### src/rtl/ssd_pkg.sv
// ssd_pkg: shared constants for the seven-segment scan driver.
//   seg_t           : 7-bit segment vector {A,B,C,D,E,F,G}, A is the MSB.
//   SEG_A..SEG_G    : bit index of each segment inside seg_t.
//   SEG_0..SEG_F    : hex glyph codes (active-high); SEG_BLANK lights nothing.
package ssd_pkg;

  typedef logic [6:0] seg_t;

  localparam int unsigned SEG_A = 6;
  localparam int unsigned SEG_B = 5;
  localparam int unsigned SEG_C = 4;
  localparam int unsigned SEG_D = 3;
  localparam int unsigned SEG_E = 2;
  localparam int unsigned SEG_F = 1;
  localparam int unsigned SEG_G = 0;

  localparam seg_t SA = 7'd1 << SEG_A;
  localparam seg_t SB = 7'd1 << SEG_B;
  localparam seg_t SC = 7'd1 << SEG_C;
  localparam seg_t SD = 7'd1 << SEG_D;
  localparam seg_t SE = 7'd1 << SEG_E;
  localparam seg_t SF = 7'd1 << SEG_F;
  localparam seg_t SG = 7'd1 << SEG_G;

  localparam seg_t SEG_0     = SA | SB | SC | SD | SE | SF;
  localparam seg_t SEG_1     = SB | SC;
  localparam seg_t SEG_2     = SA | SB | SD | SE | SG;
  localparam seg_t SEG_3     = SA | SB | SC | SD | SG;
  localparam seg_t SEG_4     = SB | SC | SF | SG;
  localparam seg_t SEG_5     = SA | SC | SD | SF | SG;
  localparam seg_t SEG_6     = SA | SC | SD | SE | SF | SG;
  localparam seg_t SEG_7     = SA | SB | SC;
  localparam seg_t SEG_8     = SA | SB | SC | SD | SE | SF | SG;
  localparam seg_t SEG_9     = SA | SB | SC | SD | SF | SG;
  localparam seg_t SEG_HA    = SA | SB | SC | SE | SF | SG;
  localparam seg_t SEG_HB    = SC | SD | SE | SF | SG;
  localparam seg_t SEG_HC    = SA | SD | SE | SF;
  localparam seg_t SEG_HD    = SB | SC | SD | SE | SG;
  localparam seg_t SEG_HE    = SA | SD | SE | SF | SG;
  localparam seg_t SEG_HF    = SA | SE | SF | SG;
  localparam seg_t SEG_BLANK = '0;

endpackage

### src/rtl/ssd_hex_decode.sv
// ssd_hex_decode: combinational 4-bit nibble to seven-segment glyph (0-F).
//   nib : input nibble
//   seg : {A,B,C,D,E,F,G}, active-high
module ssd_hex_decode
  import ssd_pkg::*;
(
  input  logic [3:0] nib,
  output logic [6:0] seg
);

  always_comb begin
    seg = SEG_BLANK;
    case (nib)
      4'h0: seg = SEG_0;
      4'h1: seg = SEG_1;
      4'h2: seg = SEG_2;
      4'h3: seg = SEG_3;
      4'h4: seg = SEG_4;
      4'h5: seg = SEG_5;
      4'h6: seg = SEG_6;
      4'h7: seg = SEG_7;
      4'h8: seg = SEG_8;
      4'h9: seg = SEG_9;
      4'hA: seg = SEG_HA;
      4'hB: seg = SEG_HB;
      4'hC: seg = SEG_HC;
      4'hD: seg = SEG_HD;
      4'hE: seg = SEG_HE;
      4'hF: seg = SEG_HF;
      default: seg = SEG_BLANK;
    endcase
  end

endmodule

### src/rtl/ssd_scan.sv
// ssd_scan: multiplexed NUM_DIGITS-digit hex seven-segment driver.
//   clk, rst_n : clock, synchronous active-low reset
//   load       : one-cycle strobe capturing value/dp_in into the pending buffer
//   value      : nibble k (bits 4k+3:4k) is digit k
//   dp_in      : decimal point per digit
//   seg, dp    : segments {A..G} and dp of the enabled digit (registered)
//   an         : one-hot digit enable (registered)
//   upd_done   : one-cycle pulse on the first cycle a newly loaded value is shown
// Build option: define SSD_LZB_EN for leading-zero blanking of digits 1..N-1.
module ssd_scan
  import ssd_pkg::*;
#(
  parameter int unsigned NUM_DIGITS  = 4,
  parameter int unsigned REFRESH_DIV = 50000
) (
  input  logic                    clk,
  input  logic                    rst_n,
  input  logic                    load,
  input  logic [4*NUM_DIGITS-1:0] value,
  input  logic [NUM_DIGITS-1:0]   dp_in,
  output logic [6:0]              seg,
  output logic                    dp,
  output logic [NUM_DIGITS-1:0]   an,
  output logic                    upd_done
);

  localparam int unsigned IW = (NUM_DIGITS > 1) ? $clog2(NUM_DIGITS) : 1;
  localparam int unsigned CW = $clog2(REFRESH_DIV);
  localparam logic [CW-1:0] CNT_LAST = CW'(REFRESH_DIV - 1);
  localparam logic [IW-1:0] IDX_LAST = IW'(NUM_DIGITS - 1);

  logic [CW-1:0]           cnt;
  logic [IW-1:0]           idx;
  logic [4*NUM_DIGITS-1:0] pend_val, disp_val;
  logic [NUM_DIGITS-1:0]   pend_dp, disp_dp;
  logic                    pend_vld;
  logic                    commit_q;

  logic                    slot_end, frame_end, commit;
  logic [3:0]              cur_nib;
  logic                    cur_dp, cur_blank;
  logic [NUM_DIGITS-1:0]   an_nxt;
  logic [NUM_DIGITS-1:0]   blank;
  logic [6:0]              dec_seg, seg_nxt;

  assign slot_end  = (cnt == CNT_LAST);
  assign frame_end = slot_end && (idx == IDX_LAST);
  assign commit    = frame_end && pend_vld;

`ifdef SSD_LZB_EN
  // A digit is blank when it and every more significant digit are zero.
  always_comb begin
    logic zero_above;
    blank      = '0;
    zero_above = 1'b1;
    for (int unsigned k = NUM_DIGITS - 1; k >= 1; k--) begin
      zero_above = zero_above && (disp_val[4*k +: 4] == 4'h0);
      blank[k]   = zero_above;
    end
  end
`else
  assign blank = '0;
`endif

  always_comb begin
    cur_nib   = '0;
    cur_dp    = 1'b0;
    cur_blank = 1'b0;
    an_nxt    = '0;
    for (int unsigned k = 0; k < NUM_DIGITS; k++) begin
      if (idx == IW'(k)) begin
        cur_nib   = disp_val[4*k +: 4];
        cur_dp    = disp_dp[k];
        cur_blank = blank[k];
        an_nxt[k] = 1'b1;
      end
    end
  end

  ssd_hex_decode u_dec (
    .nib (cur_nib),
    .seg (dec_seg)
  );

  assign seg_nxt = cur_blank ? SEG_BLANK : dec_seg;

  // commit_q delays the pulse one cycle so upd_done lines up with the
  // output registers first showing the freshly committed display value.
  always_ff @(posedge clk) begin
    if (!rst_n) begin
      cnt      <= '0;
      idx      <= '0;
      pend_val <= '0;
      pend_dp  <= '0;
      pend_vld <= 1'b0;
      disp_val <= '0;
      disp_dp  <= '0;
      commit_q <= 1'b0;
      upd_done <= 1'b0;
      seg      <= '0;
      dp       <= 1'b0;
      an       <= '0;
    end else begin
      if (slot_end) begin
        cnt <= '0;
        idx <= (idx == IDX_LAST) ? '0 : idx + 1'b1;
      end else begin
        cnt <= cnt + 1'b1;
      end

      if (commit) begin
        disp_val <= pend_val;
        disp_dp  <= pend_dp;
      end

      // A load on the commit edge refills pending and keeps the flag set.
      if (load) begin
        pend_val <= value;
        pend_dp  <= dp_in;
        pend_vld <= 1'b1;
      end else if (commit) begin
        pend_vld <= 1'b0;
      end

      commit_q <= commit;
      upd_done <= commit_q;
      an       <= an_nxt;
      seg      <= seg_nxt;
      dp       <= cur_dp;
    end
  end

endmodule
### config.mk
export PLATFORM = sky130hd
export DESIGN_NAME = ssd_scan
export DESIGN_NICKNAME = d
export VERILOG_FILES = /design/src/rtl/ssd_pkg.sv /design/src/rtl/ssd_hex_decode.sv /design/src/rtl/ssd_scan.sv
export SDC_FILE = /design/constraint.sdc
export NUM_CORES = 1
export LEC_CHECK = 0
export ABC_AREA = 1
export CAP_MARGIN = 20
export CORE_UTILIZATION = 54
export CTS_BUF_LIST = sky130_fd_sc_hd__clkbuf_8
export DETAILED_ROUTE_END_ITERATION = 7
export PLACE_DENSITY = 0.81
export SLEW_MARGIN = 20
export SYNTH_ARGS = -nofsm -noshare
export SYNTH_HDL_FRONTEND = slang
export SYNTH_SLANG_ARGS = --single-unit
### constraint.sdc
create_clock -name clk -period 2.5 [get_ports clk]
set_input_delay 0.75 -clock clk [delete_from_list [all_inputs] [get_ports clk]]
set_output_delay 0.75 -clock clk [all_outputs]
set_load 0.02 [all_outputs]
Word level (Yosys, flattened, before mapping)
Memories as Yosys holds them, arrays and structs flattened. A register that Yosys moved wholly into a read port is not among the register bits.
Index checks and enable logic that the tools add are counted.
{ "totals": {"reg_bits": 66, "rom_bits": 112, "word_cells": 40, "n_memories": 1} }
{ "op_classes": {"add_sub_neg": 2, "eq_ne": 4, "n_mux": 15, "n_bitwise": 1, "n_reduce_logical": 6} }
{ "memory_table": {"columns": ["name", "depth", "width", "read_ports", "rd_ports_with_merged_regs", "write_ports", "line", "rtl"], "rows": [
  ["(name not given)", 16, 7, 1, 1, 0, "ssd_hex_decode.sv:13", "case (nib)"]
]} }
{ "ops": {"columns": ["cell", "n"], "rows": [
  ["adder 16 x 1 -> 16 bit (second input constant)", 1],
  ["equality test 16 bit (second input constant)", 1],
  ["two-way mux 4 bit", 4],
  ["two-way mux 1 bit", 10],
  ["equality test 2 bit (second input constant)", 2],
  ["adder 2 x 1 -> 2 bit (second input constant)", 1],
  ["equality test 2 x 1 -> 1 bit (second input constant)", 1],
  ["logical AND 1 bit", 2],
  ["logical NOT 2 bit", 1],
  ["two-way mux 2 bit", 1],
  ["nonzero test 2 bit", 1],
  ["OR reduction 2 bit", 1],
  ["logical NOT 1 bit", 1],
  ["NOT 1 bit", 1]
]} }

Logic depth before layout (Yosys ltp)
Gate-level depths: netlist of run 1.
{ "depth": {"depth_word": 5, "depth_mapped": 13} }

Modules after synthesis
Synthesis of run 1 repeated with hierarchy kept, for this count alone.
{ "unflattened": {"hier_cells": 466, "hier_area_um2": 3415.8} }
{ "modules_own_cells": {"columns": ["mod", "instances", "cells_per_inst", "area_each_um2", "seq_area_each_um2"], "rows": [
  ["ssd_scan", 1, 414, 3145.5, 1461.4],
  ["ssd_hex_decode", 1, 52, 270.3, 0.0]
]} }

Worst setup path before layout of run 1
No wires, ideal clock.
{ "synth_path": {"path_type": "register to register", "start": "register idx[1]", "end": "register seg[3]", "setup_ns": 0.113, "arrival_ns": 1.798, "required_ns": 2.387, "slack_ns": 0.590, "path_stages_with_launch": 12, "n_path_buf": 0, "cell_sequence": "dfxtp_1 -> inv_1 -> ha_1 -> a21oi_1 -> nand2_1 -> a21boi_1 -> inv_1 -> ha_1 -> nand2_1 -> nand2_1 -> nor2_1 -> nor2_1"} }
{ "synth_between": {"elab_chain_cells": 5, "word_cells_on_any_way": 8} }
{ "synth_lines": {"columns": ["element", "line", "rtl"], "rows": [
  ["from (decl)", "ssd_scan.sv:33", "logic [IW-1:0] idx;"],
  ["from (signal assigned)", "ssd_scan.sv:106", "idx <= (idx == IDX_LAST) ? '0 : idx + 1'b1;"],
  ["logical NOT 2 bit", "ssd_scan.sv:71", "if (idx == IW'(k)) begin"],
  ["two-way mux 4 bit (3 in series)", "ssd_scan.sv:71", null],
  ["two-way mux 4 bit (*)", "ssd_scan.sv:71", null],
  ["to (decl)", "ssd_scan.sv:21", "output logic [6:0] seg,"]
]} }
Mark *: on every way between the ends. The rest lies on a longest branch, timed or not.
A chain may end at the register's enable or synchronous reset.

Final worst setup path of run 1
{ "layout_path": {"start": "register idx[0]", "end": "register seg[0]"} }
Same word-level chain as after synthesis.

==> results.ini, run 1 <==
[run_status]
outcome=finished clean

[finish]
drive_above_1_share=0.07627
diodes=0
area_growth_pct=17.58
nNetsFinal=503
nFillCells=469

[logic_synthesis]
synth.top_cells.by_count=nand2_1, nor2_1, dfxtp_1
ys_seq_area_frac=0.4522
synth_fp_nets=469
ys.warnings.count=0
synth_ff_type=dfxtp_1
netlist_instances=434
syn-mean-instance-area_sq_um=7.447
synthTopCellsByArea=dfxtp_1, nand2_1, nor2_1, a21oi_1, ha_1
synth_area_sq_mm=0.003232
ys_ff_latch=73
synth_edf_count=0
yosysTopAreaCellShare=0.4522
yosys.area.top_type=dfxtp_1
yosysMostFrequentCell=nand2_1
ys_types=33
async_reset_ff_frac=0

[job]
drv_cap=0

[timing]
finalSetupTns_ns=0
drv_slew=0
slew_headroom=0.5578
worst_slew_pin_slew_ns=0.6633
rsz0062_at_grt=no
final-hold-violation-count=0
period_needed_ns=2.033
fin_worst_skew_ns=0.007399
fmax_mhz=491.9
setup_violations=0
fin_crit_sh=0.8131

[floorplanning]
fp.dieArea_sq_mm=0.006298
die_w_um=79.36
num_io_pins=36
fp.dieH_um=79.36
core-area_sq_mm=0.005642
rows=27
start_util=0.5729

[cts]
cts_resized=0
clockBufferDepth=2
cts_tree=done
htreeDepth=3
cts_setup_buffers=0
ctsHoldBuffers=0
cts_buffers=9
cts.clk_slew.worst_paths_ns=0.07
cts_root_buffer=clkbuf_8
clkSinkCount=73
clk_latency_ns=0.35

[detailed_routing]
drc=0
via_per_inst=5.410
wl_mm=6.922
drt_iter0_drc=216
dr_total_vias=2943
drtPass1Iterations=5
wl_per_cell_um=12.72
postRouteAntennaNets=0

[worst_setup_path]
cp_max_fo=7
cp.arrival_ns=2.28
worstSetupPathType=flop to flop
cp-end-kind=flop
cp_data_required_time_ns=2.75
cp-start-kind=flop

[pwr]
p_total_mw=2.201
pwr-share-comb=0.060
power_per_cell_area_mw_per_mm2=579.1
p_clk_frac=0.389
p_sw_frac=0.2265
p_int_mw=1.702
p_leak_nw=1.532
pwr-share-seq=0.551
power_switching_mw=0.4985
ir_drop_v=0.0003613

[place]
portBuffers=35
place_congestion=0.8969
dp_hpwl_mm=4.855

[grt]
antenna_found_initial=0
grt_pass1_vias=2726
gr-usage-all-layers=0.2491
grt_max_degree=30
overflow=0
grt_pass1_wl_mm=12.19

[hold_path]
hold_class=flop to flop

[critical path, cell delays in order (launching register included)]
cell	delay (ns)
dfxtp_1	0.34
inv_1	0.11
ha_1	0.27
inv_2	0.11
nor2_1	0.10
nor2_1	0.06
a21oi_1	0.41
ha_1	0.22
nand3_1	0.08
o21ai_0	0.17
nor2_1	0.06
[sequential cells by signal, indices dropped and copies added (netlist names)]
signal,flops
cnt,16
disp_val,16
pend_val,16
seg,7
an,4
disp_dp,4
pend_dp,4
idx,2
commit_q,1
dp,1
pend_vld,1
upd_done,1
[cells by family after synthesis]
kind of cell,share of synthesized area
buf+inv,0.07665
compound gates,0.1220
simple gates,0.3000
flops,0.4522
xor+xnor,0.002711
fa+ha+maj,0.04646
[metal layers]
layer	share of wire	wire, um	vias up	global-route usage
met5	0	0	-	0
met4	0.025	176	0	0.1345
met3	0.056	388	17	0.04828
met2	0.44	3075	95	0.3845
met1	0.47	3282	1348	0.3266
li1	-	-	1483	-
[placed cells by master (no fill, tap or decap), types with 3 or more instances in the layout]
cell type,count
nand4_1,23
o21ai_0,29
ha_1,12
buf_4,8
nor3_1,4
clkinv_2,3
nor3b_1,3
nand3_1,20
dfxtp_1,73
clkdlybuf4s50_1,35
inv_1,33
nor2_1,74
a21oi_1,40
clkbuf_8,9
nand2_1,79
inv_2,4
nor3_2,3
[through the flow]
stage            util  setup slack [ns]  hold slack (ns)  area [sq um]  cells
6_report       0.6735            0.4672           0.4461          3800    544
2_1_floorplan       -            0.5897           0.3905          3232    434
3_3_place_gp   0.6423            0.5278           0.4299          3623    529
5_1_grt        0.6735            0.2293           0.4758          3800    544
3_5_place_dp   0.6423            0.5078           0.4280          3623    529
4_1_cts        0.6735            0.4730           0.4478          3800    544
[layout make-up]
cell class                 count  area [sq um]  share of cell area
inverter                      37         138.9             0.03655
timing repair buffer          43         410.4              0.1080
clock inverter                 6         52.55             0.01383
sequential                    73          1461              0.3846
multi-input combinational    304          1523              0.4007
clock buffer                   9         123.9             0.03260
tap                           72         90.09             0.02371
[final timing paths]
| check | from | endpoint | slack [ns] | cells after the start |
|---|---|---|---|---|
| setup / recovery | idx[0]$_SDFFE_PN0N_ | seg[0]$_SDFF_PN0_ | 0.47 | 10 |
| hold / removal | commit_q$_SDFF_PN0_ | upd_done$_SDFF_PN0_ | 0.45 | 2 |
| setup reg to reg | idx[0]$_SDFFE_PN0N_ | seg[0]$_SDFF_PN0_ | 0.47 | 10 |
| hold reg to reg | commit_q$_SDFF_PN0_ | upd_done$_SDFF_PN0_ | 0.45 | 2 |
[power by group through the flow]
stage	Combinational [mW]	Clock (mW)	Sequential, mW
finish	0.132	0.856	1.21
global placement	0.129	0	1.24
CTS	0.132	0.872	1.21
global route	0.151	0.915	1.21
floorplan	0.0596	0	1.24
detailed placement	0.131	0	1.24
Power figures use the tool's default switching activity.
==> run 2, diff against run 1 <==
- CORE_UTILIZATION: 54 -> 52
- PLACE_DENSITY: 0.81 -> 0.82
- clock period: 2.5 -> 1.75 ns (I/O delays scaled with it)
==> results.ini, run 2 (synthesized netlist as in run 1, its figures left out) <==
[detailed_routing]
wl_met2_mm=4.301  ; +40%
via_per_inst=5.660  ; +4.6%
highest_layer=met4
wl_met3_um=601  ; +55%
wl_met1_mm=3.700  ; +13%
dr_total_vias=3260  ; +11%
postRouteAntennaNets=0  ; unchanged
drc=0  ; unchanged
wl_per_cell_um=15.42  ; +21%
wl_mm=8.883  ; +28%
drtPass1Iterations=5  ; unchanged
drt_iter0_drc=322  ; +49%

[timing]
fin_crit_sh=1.025  ; +0.2121
worst_slew_pin_slew_ns=0.5577  ; -0.1056 ns
setup_violations=4  ; +4
fin_worst_skew_ns=0.01173  ; +0.004334 ns
rsz0062_at_grt=yes
worst_slack_ns=-0.04409  ; -0.5113 ns
fmax_mhz=557.4  ; +13%
final-hold-violation-count=0  ; unchanged
period_needed_ns=1.794  ; -0.2387 ns
drv_slew=0  ; unchanged
slew_headroom=0.6278  ; +0.07004

[pwr]
pwr-share-comb=0.059  ; about the same
ir_drop_v=0.0007501  ; +110%
p_sw_frac=0.2275  ; +0.001020
power_switching_mw=0.7765  ; +56%
p_int_mw=2.636  ; +55%
pwr-share-seq=0.508  ; -0.043
power_per_cell_area_mw_per_mm2=776.3  ; +34%
p_leak_nw=1.802  ; +18%
p_total_mw=3.412  ; +55%
p_clk_frac=0.433  ; +0.044

[place]
dp_slack_ns=-0.1087  ; -0.6165 ns
portBuffers=35  ; unchanged
dpl_cell_area_sq_mm=0.003822  ; +5.5%
place_congestion=0.8713  ; -2.9%
dp_hpwl_mm=4.979  ; +2.6%
placedCellCount=550  ; +4.0%

[floorplanning]
fp.dieH_um=80.84  ; +1.9%
die_w_um=80.84  ; +1.9%
fp.dieArea_sq_mm=0.006534  ; +3.8%
num_io_pins=36  ; unchanged
rows=28  ; +3.7%
start_util=0.5426  ; -0.03021
core-area_sq_mm=0.005956  ; +5.6%

[worst_setup_path]
cp-start-kind=flop
cp.arrival_ns=2.05  ; -0.23 ns
cp-end-kind=flop
cp_max_fo=8  ; +1
cp_data_required_time_ns=2.01  ; -0.74 ns
worstSetupPathType=flop to flop

[finish]
drive_above_1_share=0.2255  ; +0.1493
final_util=0.7380  ; +0.06448
reg_top3=cnt x16, disp_val x16, pend_val x16
final_common_cell=dfxtp_1
final_cell_mix=dfxtp_1, nor2_1, nand2_1, a21oi_1, inv_1
nFillCells=441  ; -6.0%
area_growth_pct=36.00
diodes=0  ; unchanged
finalInstanceArea_sq_mm=0.004395  ; +16%
nNetsFinal=531  ; +5.6%
fin_cells=576  ; +5.9%

[run_status]
violations=negative setup slack
outcome=finished, violations left

[cts]
clkSinkCount=73  ; unchanged
clk_latency_ns=0.36  ; about the same
htreeDepth=3  ; unchanged
ctsHoldBuffers=0  ; unchanged
clockBufferDepth=2  ; unchanged
cts_buffers=9  ; unchanged
cts_root_buffer=clkbuf_8
cts_tree=done
cts.clk_slew.worst_paths_ns=0.08  ; about the same

[grt]
antenna_found_initial=0  ; unchanged
grt_pass1_vias=2780  ; +2.0%
grt_max_degree=28  ; -6.7%
grt_pass1_wl_mm=12.53  ; +2.8%
gr-usage-all-layers=0.2517  ; +0.002523
overflow=0  ; unchanged

[job]
drv_cap=0  ; unchanged

[hold_path]
hold_class=flop to flop

[run 2: cell types whose count changed in the layout (fill, tap and decap cells not counted), sizes merged]
cell,before,now
clkinv,5,2
dlygate4sd2,0,13
clkinvlp,0,2
clkdlybuf4s50,35,22
bufinv,1,2
buf,8,33
clkbuf,9,13
[run 2: worst max-delay path, cell delays in order, from the launching register on]
cell	delay [ns]
dfxtp_4	0.38
inv_4	0.07
ha_2	0.24
buf_4	0.14
nand3_1	0.11
nand3_1	0.11
nand2_1	0.08
nand2_2	0.12
clkinvlp_4	0.20
o21ai_1	0.19
nor2_1	0.07
[run 2: stage by stage]
step / setup TNS (ns) / hold WS (ns)
global placement: -0.05378 / 0.4214
global route: -1.215 / 0.4789
detailed placement: -0.5083 / 0.3992
CTS: 0 / 0.4165
floorplan: 0 / 0.3905
finish: -0.09520 / 0.4605
[run 2: per-layer routing]
metal / global-route usage / up-vias
met5: 0 / -
met4: 0.1036 / 0
met3: 0.05730 / 33
met2: 0.3975 / 155
met1: 0.3299 / 1521
li1: - / 1551
[run 2: worst paths after layout]
path	startpoint	to	slack [ns]	cells past startpoint
hold reg to reg	commit_q$_SDFF_PN0_	upd_done$_SDFF_PN0_	0.46	2
setup reg to reg	idx[0]$_SDFFE_PN0N_	seg[0]$_SDFF_PN0_	-0.04	10
hold / removal	commit_q$_SDFF_PN0_	upd_done$_SDFF_PN0_	0.46	2
setup / recovery	idx[0]$_SDFFE_PN0N_	seg[0]$_SDFF_PN0_	-0.04	10
[run 2: power by group through the flow]
stage               combinational, mW  clock, mW  sequential (mW)
floorplan                      0.0851          0             1.78
global placement                0.192          0             1.77
detailed placement              0.196          0             1.77
CTS                             0.192       1.47             1.73
global route                    0.225       1.56             1.74
finish                          0.203       1.48             1.73
[run 2: cell type report]
class,count,area [sq um],area share
Timing Repair Buffer,71,701.9,0.1597
Clock inverter,6,83.83,0.01907
Clock buffer,10,137.6,0.03131
Inverter,37,155.1,0.03530
Multi-Input combinational cell,304,1752,0.3985
Sequential cell,73,1471,0.3348
Tap cell,75,93.84,0.02135
[run 2: what timing repair did]
action,CTS,global route
endpoints found under the setup margin,21,31
cloned,0,4
gates resized for setup,34,48
setup buffers,2,4
pin swaps,10,14
==> run 3, diff against run 2 <==
- HOLD_SLACK_MARGIN: default -> 0.03
==> results of run 3 <==
No change in the layout: final DEF, timing and power equal those of run 2.
==> variant, RTL diff (settings of run 3) <==
Reset style: asynchronous (`rst_n`), changed in one clocked block. Comments in the files are not updated.
--- a/src/rtl/ssd_scan.sv
+++ b/src/rtl/ssd_scan.sv
@@ -87,5 +87,5 @@
   // commit_q delays the pulse one cycle so upd_done lines up with the
   // output registers first showing the freshly committed display value.
-  always_ff @(posedge clk) begin
+  always_ff @(posedge clk or negedge rst_n) begin
     if (!rst_n) begin
       cnt      <= '0;
Check against the original RTL: differs if rst_n is asserted again (counterexample within 4 cycles, from zero or initial values and one cycle with rst_n low); with rst_n held inactive, the same outputs for 10 cycles.
==> variant against run 3 <==
  * The run ends with design-rule violations, negative setup slack left
  * Routed wire length shrank 16%
  * Sequential share of layout area rose by 7.1 points
  * Clock power is 12% lower
  * Core utilization decreased by 4.0 points
  * Non-clock buffer count shrank 9
  * Critical path depth grew 3
  * Setup slack better by 0.014 ns
  * Synthesized area is 9.1% higher
  * Power down 6.5%
  * Via count fell by 10%
  * Sequential cell count unchanged
  * Design area up 2.6%
  * Clock skew decreased by 0.0027 ns
  * Critical path type unchanged
  * Largest power group unchanged
==> variant: results (changes against run 3) <==
* Worst-Margin Slew at 0.503 ns (was 0.558 ns)
* Met1 Usage GRT at 0.280 (was 0.330)
* Mapped Nets at 470 (was 469)
* Total wire length at 7460 um (was 8880 um)
* Critical R2R Capture: seg[3] (was seg[0])
* Overall routing resource usage at 0.222 (was 0.252)
* Status: finished, violations left (unchanged)
* Hold slack final at 0.134 ns (was 0.461 ns)
* Peak VDD IR at 0.559 mV (was 0.750 mV)
* Largest net degree at the start of global routing at 29 (was 28)
* Post-DP HPWL at 5090 um (was 4980 um)
* 1st-iter DRT viols at 164 (was 322)
* Post-CTS sizing at 31 (was 34)
* Wire per inst at 12.9 um (was 15.4 um)
* Clock Skew at 0.00907 ns (was 0.0117 ns)
* Sequential share of the synthesized area at 0.518 (was 0.452)
* Placed Area at 4090 um2 (was 3820 um2)
* Avg Cell Area, Syn at 8.11 um2 (was 7.45 um2)
* Psw at 0.739 mW (was 0.776 mW)
* Synth cell count leaders: nand2_1, dfrtp_1, nand3_1, nor2_1, inv_1 (was nand2_1, nor2_1, dfxtp_1, a21oi_1, inv_1)
* Worst Reg-to-Reg Cells at 13 (was 10)
* Vias in the first global route at 2799 (was 2780)
* DR DRC count at 6 (was 0)
* Wire length on met1 at 3280 um (was 3700 um)
* Minimum setup slack after placement at -0.0899 ns (was -0.109 ns)
* Final worst slack at -0.0304 ns (was -0.0441 ns)
* Metal3 WL at 314 um (was 601 um)
* GR met2 Demand/Resource at 0.372 (was 0.397)
* Min-delay worst type: in2async (was reg2reg)
* # nets final at 530 (was 531)
* Failing checks: design-rule violations, negative setup slack (was negative setup slack)
* Dominant cells by area after synthesis: dfrtp_1, nand2_1, nand3_1, ha_1, nor2_1 (was dfxtp_1, nand2_1, nor2_1, a21oi_1, ha_1)
* Clock share of power at 0.406 (was 0.433)
* Comb. pwr at 0.145 mW (was 0.203 mW)
* Endpoints failing setup at 1 (was 4)
-- variant: cell count changes in the layout (fill, tap and decap cells not counted), sizes merged, moves of 2 or more --
cell,before,now
nand2,81,191
dfrtp,0,73
dfxtp,73,0
nor2,76,34
a21oi,40,13
o21ai,31,8
nand4,24,2
nand3,21,34
buf,33,28
clkbuf,13,9
xor2,1,5
nor3b,3,0
a21boi,2,0
-- variant: final cells by class --
cell class	count	area, um2	area share
clock inverters	7	71.3	0.0158
inverters	37	146	0.0325
well taps	77	96.3	0.0214
repair buffers	62	577	0.128
clock buffers	9	124	0.0275
flip-flops and latches	73	1830	0.406
multi-input cells	312	1670	0.369
-- variant: logic make-up (layout without fill, tap and decap cells) --
group           Yosys count  in the layout  synth area share
buf+inv                  50            115            0.0660
fa+ha+maj                12             12            0.0426
flops                    73             73             0.518
compound gates           23             23            0.0355
xor+xnor                  5              5            0.0124
simple gates            272            272             0.325
